`config.mk`:
```
export PLATFORM = sky130hd
export DESIGN_NAME = display_frame_decoder
export DESIGN_NICKNAME = d
export VERILOG_FILES = /design/src/rtl/display_frame_decoder.sv
export SDC_FILE = /design/constraint.sdc
export NUM_CORES = 1
export LEC_CHECK = 0
export ABC_AREA = 0
export CORE_MARGIN = 2
export CORE_UTILIZATION = 45
export DETAILED_ROUTE_END_ITERATION = 16
export GPL_TIMING_DRIVEN = 1
export PLACE_DENSITY = 0.73
export RECOVER_POWER = 50
export SLEW_MARGIN = 20
export SYNTH_ARGS = -nofsm -noshare
export SYNTH_HDL_FRONTEND = slang
export SYNTH_SLANG_ARGS = --single-unit
```
`constraint.sdc`:
```
create_clock -name clk_500Hz -period 4.9 [get_ports clk_500Hz]
set_clock_uncertainty 0.2 [all_clocks]
set_input_delay 0.98 -clock clk_500Hz [delete_from_list [all_inputs] [get_ports clk_500Hz]]
set_output_delay 0.98 -clock clk_500Hz [all_outputs]
set_load 0.1 [all_outputs]
```
`src/rtl/display_frame_decoder.sv`:
```
// display_frame_decoder
//   Snoops the multiplexed, active-low 7-segment display bus and decodes it
//   back into the shown values: status (capacity / empty slot) or mm:ss time.
//   Each digit scan is collected into a frame, validated, then committed to
//   registered outputs with a one-cycle frame_valid strobe. A frame that is
//   discarded gives a one-cycle frame_error strobe instead.
//
//   Optional feature macro: DECODER_STABLE_EN
//     defined   -> a passing frame commits only if it matches the previous
//                  passing frame, so two identical frames in a row are needed
//     undefined -> every passing frame commits immediately
//
// Ports
//   clk_500Hz   in   scan clock shared with the display driver (rising edge)
//   reset       in   synchronous, active-low
//   seg[6:0]    in   {a,b,c,d,e,f,g}, 0 = lit
//   anode[3:0]  in   active-low one-hot digit enable, 1111 = idle
//   colon       in   1 = status mode, 0 = time mode
//   mode        out  0 = status, 1 = time
//   capacity    out  decoded capacity (status mode)
//   empty_slot  out  decoded empty slot (status mode)
//   minutes     out  decoded minutes (time mode)
//   seconds     out  decoded seconds (time mode)
//   frame_valid out  one-cycle pulse when outputs update
//   frame_error out  one-cycle pulse when a frame is discarded
//   err_count   out  saturating count of frame_error pulses
module display_frame_decoder #(
  parameter int ERR_W = 8
) (
  input  logic             clk_500Hz,
  input  logic             reset,
  input  logic [6:0]       seg,
  input  logic [3:0]       anode,
  input  logic             colon,
  output logic             mode,
  output logic [2:0]       capacity,
  output logic [1:0]       empty_slot,
  output logic [5:0]       minutes,
  output logic [5:0]       seconds,
  output logic             frame_valid,
  output logic             frame_error,
  output logic [ERR_W-1:0] err_count
);

  // Digit codes: 0..9 numeric, BLANK, ILLEGAL
  localparam logic [3:0] BLANK   = 4'd10;
  localparam logic [3:0] ILLEGAL = 4'd15;

  typedef enum logic [1:0] {WAIT0, GOT0, GOT1, GOT2} state_t;

  state_t state, state_next;

  logic [3:0] seg_code;
  logic       seg_ok;
  logic [1:0] an_idx;
  logic       an_digit, an_idle, an_bad;
  logic [1:0] exp_idx;
  logic       in_frame, hit, bad, restart, advance;
  logic       load_d0, load_d1, load_d2, check;

  logic [3:0] d0_q, d1_q, d2_q;
  logic       colon_q;

  logic [6:0] min_sum, sec_sum;
  logic       status_ok, time_ok, pass, commit, err_now;

  // Segment pattern decode
  always_comb begin
    seg_code = ILLEGAL;
    case (seg)
      7'b0000001: seg_code = 4'd0;
      7'b1001111: seg_code = 4'd1;
      7'b0010010: seg_code = 4'd2;
      7'b0000110: seg_code = 4'd3;
      7'b1001100: seg_code = 4'd4;
      7'b0100100: seg_code = 4'd5;
      7'b0100000: seg_code = 4'd6;
      7'b0001111: seg_code = 4'd7;
      7'b0000000: seg_code = 4'd8;
      7'b0000100: seg_code = 4'd9;
      7'b1111111: seg_code = BLANK;
      default:    seg_code = ILLEGAL;
    endcase
  end

  assign seg_ok = (seg_code != ILLEGAL);

  // Anode decode
  always_comb begin
    an_idx   = '0;
    an_digit = 1'b0;
    an_idle  = 1'b0;
    an_bad   = 1'b0;
    case (anode)
      4'b1110: begin an_digit = 1'b1; an_idx = 2'd0; end
      4'b1101: begin an_digit = 1'b1; an_idx = 2'd1; end
      4'b1011: begin an_digit = 1'b1; an_idx = 2'd2; end
      4'b0111: begin an_digit = 1'b1; an_idx = 2'd3; end
      4'b1111: an_idle = 1'b1;
      default: an_bad  = 1'b1;
    endcase
  end

  // Sample classification shared by the next-state and output processes.
  // In WAIT0 only digit0 matters; any other digit is ignored silently.
  always_comb begin
    case (state)
      WAIT0:   exp_idx = 2'd0;
      GOT0:    exp_idx = 2'd1;
      GOT1:    exp_idx = 2'd2;
      default: exp_idx = 2'd3;
    endcase
  end

  assign in_frame = (state != WAIT0);
  assign hit      = an_digit && (an_idx == exp_idx);
  assign bad      = an_bad
                 || (hit && (!seg_ok || (in_frame && (colon != colon_q))))
                 || (an_digit && in_frame && !hit);
  // Out-of-order digit0 is still an error, but also starts a fresh frame
  assign restart  = an_digit && in_frame && (an_idx == 2'd0) && seg_ok;
  assign advance  = hit && !bad;

  // State register
  always_ff @(posedge clk_500Hz) begin
    if (!reset) state <= WAIT0;
    else        state <= state_next;
  end

  // Next-state logic
  always_comb begin
    state_next = state;
    if (an_idle)      state_next = WAIT0;
    else if (restart) state_next = GOT0;
    else if (bad)     state_next = WAIT0;
    else if (advance) begin
      case (state)
        WAIT0:   state_next = GOT0;
        GOT0:    state_next = GOT1;
        GOT1:    state_next = GOT2;
        default: state_next = WAIT0;
      endcase
    end
  end

  // Output / control strobes
  always_comb begin
    load_d0 = 1'b0;
    load_d1 = 1'b0;
    load_d2 = 1'b0;
    check   = 1'b0;
    if (restart) load_d0 = 1'b1;
    else if (advance) begin
      case (state)
        WAIT0:   load_d0 = 1'b1;
        GOT0:    load_d1 = 1'b1;
        GOT1:    load_d2 = 1'b1;
        default: check   = 1'b1;
      endcase
    end
  end

  // Commit check; digit3 is the sample currently on the bus
  assign min_sum = ({3'b000, d0_q} * 7'd10) + {3'b000, d1_q};
  assign sec_sum = ({3'b000, d2_q} * 7'd10) + {3'b000, seg_code};

  assign status_ok = (d0_q < 4'd8) && (d1_q == BLANK) && (d2_q < 4'd4)
                  && (seg_code == BLANK);
  assign time_ok   = (d0_q < 4'd10) && (d1_q < 4'd10) && (d2_q < 4'd10)
                  && (seg_code < 4'd10) && (min_sum <= 7'd63)
                  && (sec_sum <= 7'd63);
  assign pass      = check && (colon_q ? status_ok : time_ok);
  assign err_now   = bad || (check && !pass);

`ifdef DECODER_STABLE_EN
  logic [16:0] frame_key, cand_key;
  logic        cand_valid;

  assign frame_key = {~colon_q, d0_q, d1_q, d2_q, seg_code};
  assign commit    = pass && cand_valid && (cand_key == frame_key);

  // Candidate holds the last passing frame; any error forgets it
  always_ff @(posedge clk_500Hz) begin
    if (!reset) begin
      cand_valid <= 1'b0;
      cand_key   <= '0;
    end else if (err_now) begin
      cand_valid <= 1'b0;
    end else if (pass) begin
      cand_valid <= 1'b1;
      cand_key   <= frame_key;
    end
  end
`else
  assign commit = pass;
`endif

  // Capture and output registers
  always_ff @(posedge clk_500Hz) begin
    if (!reset) begin
      d0_q        <= '0;
      d1_q        <= '0;
      d2_q        <= '0;
      colon_q     <= 1'b0;
      mode        <= 1'b0;
      capacity    <= '0;
      empty_slot  <= '0;
      minutes     <= '0;
      seconds     <= '0;
      frame_valid <= 1'b0;
      frame_error <= 1'b0;
      err_count   <= '0;
    end else begin
      frame_valid <= commit;
      frame_error <= err_now;
      if (load_d0) begin
        d0_q    <= seg_code;
        colon_q <= colon;
      end
      if (load_d1) d1_q <= seg_code;
      if (load_d2) d2_q <= seg_code;
      if (commit) begin
        mode <= ~colon_q;
        if (colon_q) begin
          capacity   <= d0_q[2:0];
          empty_slot <= d2_q[1:0];
        end else begin
          minutes <= min_sum[5:0];
          seconds <= sec_sum[5:0];
        end
      end
      if (err_now && (err_count != '1)) err_count <= err_count + ERR_W'(1);
    end
  end

endmodule

```
==> out/metrics.cfg, run 1 <==
[run_status]
status = finished clean

[placement]
gp_congestion = 0.915
hpwl_mm = 4.80
post-place-ws_ns = 0.00606
port_buffers = 41

[synthesis]
ys_warn_count = 0
synth_top_area_cell = dfxtp_1
ys_seq_area_frac = 0.309
netlist_area_mm2 = 0.00279
netlist_instances = 317
ys_async_sr_fraction = 0
synth.avg_cell_area_um2 = 8.80
synth_flop_cell = dfxtp_1
synth.net_count = 353
yosysTopAreaCellShare = 0.309
synth_edf_count = 0
synth_cell_types = 55
netlist_top_cells_area = dfxtp_1, mux2i_1, ha_1
synth-seq-cells = 43

[sta]
worst_slew_pin_slew_ns = 1.09
rsz0062_at_grt = false
finalCritPeriodShare = 0.934
fin_setup_tns_ns = 0
hold_viol_final = 0
timing.fmax_ghz = 0.218
setup_viol = 0
min_period_ns = 4.58
holdWs_ns = 0.252
fin_ws_ns = 0.322
timing.slew.headroom = 0.269
drv_slew = 0

[route]
wire_per_inst_um = 14.2
num_vias = 2429
via_per_inst = 5.53
first_iter_violations = 77
firstDrtPassIters = 4
drtAntennaViolNets = 0
routed_wl_mm = 6.25
drc = 0

[cts]
numCtsBuffers = 5
cts_tree = done
cts_resized = 0
cts_hold_buffers = 0
cts_setup_buffers = 0
clockBufferDepth = 2
clkTransAtPathRegs_ns = 0.08
htreeDepth = 2
numClockSinks = 43
cts_root_buffer = clkbuf_8
insertion_delay_ns = 0.30

[floorplan]
dieWidth_um = 82.7
start_util = 0.468
core_mm2 = 0.00596
die_area_mm2 = 0.00684
io_pins = 42
fp.dieH_um = 82.7
placementRows = 28

[power]
ir_drop_mv = 0.172
sw_frac_of_total = 0.266
power_frac_comb = 0.132
p_seq_frac = 0.508
leakagePower_nw = 1.45
internal_power_mw = 0.513
p_sw_mw = 0.186
power.density_mw_per_mm2 = 205
clock_power_share = 0.360
total_power_mw = 0.700

[critical_path]
crit_family = simple AND/OR/NAND/NOR gates
worstPathArrival_ns = 4.58
startpoint_type = input pin
crit_fanout = 16
cpPeakStageDelay_ns = 0.56
r2r_slack_ns = 1.21
endpoint_kind = flip-flop
crit_type = input pin to flip-flop
crit_buf_inv = 2
critPathSlowestCell = or4_1
rr_worst_depth = 11
cp_cell_sequence = clkdlybuf4s50_1 > or4_1 > a21o_1 > o2111ai_4 > nor2b_1 > o21ai_0 > ha_1 > nand3_1 > o21ai_0 > xnor2_1 > a31oi_4 > a311oi_2 > buf_4 > or4_1 > o211a_1
worstReg2RegStart = d0_q[1]
crit_required_ns = 4.90
regToRegEndpoint = seconds[5]

[final_layout]
fin_nets = 399
drive_gt1_frac = 0.0797
n_antenna_cell = 0
syn_to_final_growth_pct = 22.5
register_area_um2 = 861
post-route-util = 0.574
multi_input_area_mm2 = 0.00179
filler_cell_count = 557

[global_routing]
gr-total-overflow = 0
first_global_vias = 2324
grt_pass1_wl_mm = 10.8
grt_use_total = 0.202
grt_max_degree = 35
antenna_found_initial = 0

[worst_hold_path]
whs_path_depth = 2
hp-start = seconds[3]
hold-path-endpoint = seconds[3]
hold_path.class = flip-flop to flip-flop

[flow_run]
maxCapViolCount = 0

-- worst register-to-register path: stages, from the launching register on --
cell      delay [ns]
dfxtp_1         0.48
ha_1            0.29
ha_1            0.21
fa_1            0.52
o211ai_1        0.11
or3_1           0.36
a211oi_1        0.42
a31oi_4         0.16
nor4_4          0.30
and2_1          0.22
buf_12          0.16
mux2i_1         0.19
-- registers in the layout (all words and copies together) (netlist names), 2 cells and up --
name	cells
capacity	3
minutes	6
empty_slot	2
d2_q	4
d0_q	4
state	2
seconds	6
err_count	8
d1_q	4
-- synth_stat cells (6+ instances only) --
master,n
dfxtp_1,43
nand2_1,40
mux2i_1,26
nor2_1,21
ha_1,18
a21oi_1,16
inv_1,14
o21ai_0,13
clkbuf_1,9
nand3_1,8
xnor2_1,8
or4_1,7
a211oi_1,6
-- metal layers --
| layer | GRT usage | wire, um |
|---|---|---|
| met1 | 0.266 | 2910 |
| met2 | 0.336 | 2980 |
| met3 | 0.0500 | 296 |
| met4 | 0.0377 | 61 |
| met5 | 0 | 0 |
-- cell usage in the layout (no fill, tap or decap), drive strengths merged, types with 2 or more instances in the layout --
master and instances:
nor4 2, a21o 3, dfxtp 43, fa 4, nor3 5, ha 18, a41oi 3, nor4b 5
or4b 3, buf 13, nor3b 3, clkbuf 8, a21oi 16, clkdlybuf4s50 12, o31ai 5, mux2i 26
nand2 40, nor2 21, or4 7, xnor2 8, xor2 4, a31oi 3, nand4 4, o21ai 15
nand3 8, nor2b 5, inv 14, and3 5, or3 4, a22oi 2, nand2b 4, a211oi 6
dlygate4sd3 29
-- through the flow --
step                cell area (um^2)  std cells
global route                    3420        439
global placement                3320        431
CTS                             3420        439
floorplan                       2790        317
finish                          3420        439
detailed placement              3320        431
-- how the worst max path moves through the flow --
| stage | start | to | slack [ns] | cells after the start |
|---|---|---|---|---|
| after floorplan | seg[1] | minutes[0] | 0.56 | 16 |
| after global placement | seg[0] | err_count[6] | 0.09 | 15 |
| after detailed placement | seg[0] | err_count[6] | 0.006 | 15 |
| after CTS | seg[0] | err_count[6] | 0.32 | 15 |
| after global routing | seg[6] | err_count[3] | 0.07 | 15 |
| final | seg[0] | err_count[6] | 0.32 | 15 |
-- final cells by class --
cell class | count | area share
timing repair buffer | 54 | 0.152
inverter | 14 | 0.0154
sequential | 43 | 0.252
clock buffer | 8 | 0.0293
multi-input combinational | 245 | 0.524
tap | 75 | 0.0275
-- kinds of logic (layout without fill, tap and decap cells) --
group,count (synthesis),in the layout,synth area share
multiplexers,27,27,0.0974
buffers and inverters,29,76,0.0480
AO/OA/AOI/OAI,63,63,0.166
adder cells (fa/ha/maj),23,23,0.113
flip-flops,43,43,0.309
XOR/XNOR,12,12,0.0377
AND/OR/NAND/NOR,120,120,0.230
-- power by group through the flow --
stage / clock network [mW] / registers, mW / logic (mW)
floorplan: 0 / 0.383 / 0.0409
global placement: 0 / 0.364 / 0.0914
detailed placement: 0 / 0.364 / 0.0931
CTS: 0.255 / 0.355 / 0.0932
global route: 0.272 / 0.356 / 0.100
finish: 0.252 / 0.355 / 0.0921
No activity file was read; power rests on OpenSTA's default activity.
==> inputs of run 2 (changes only) <==
ABC_CLOCK_PERIOD_IN_PS = 4900   (was unset)
==> results of run 2 <==
No change in the layout: final DEF, timing and power equal those of run 1.
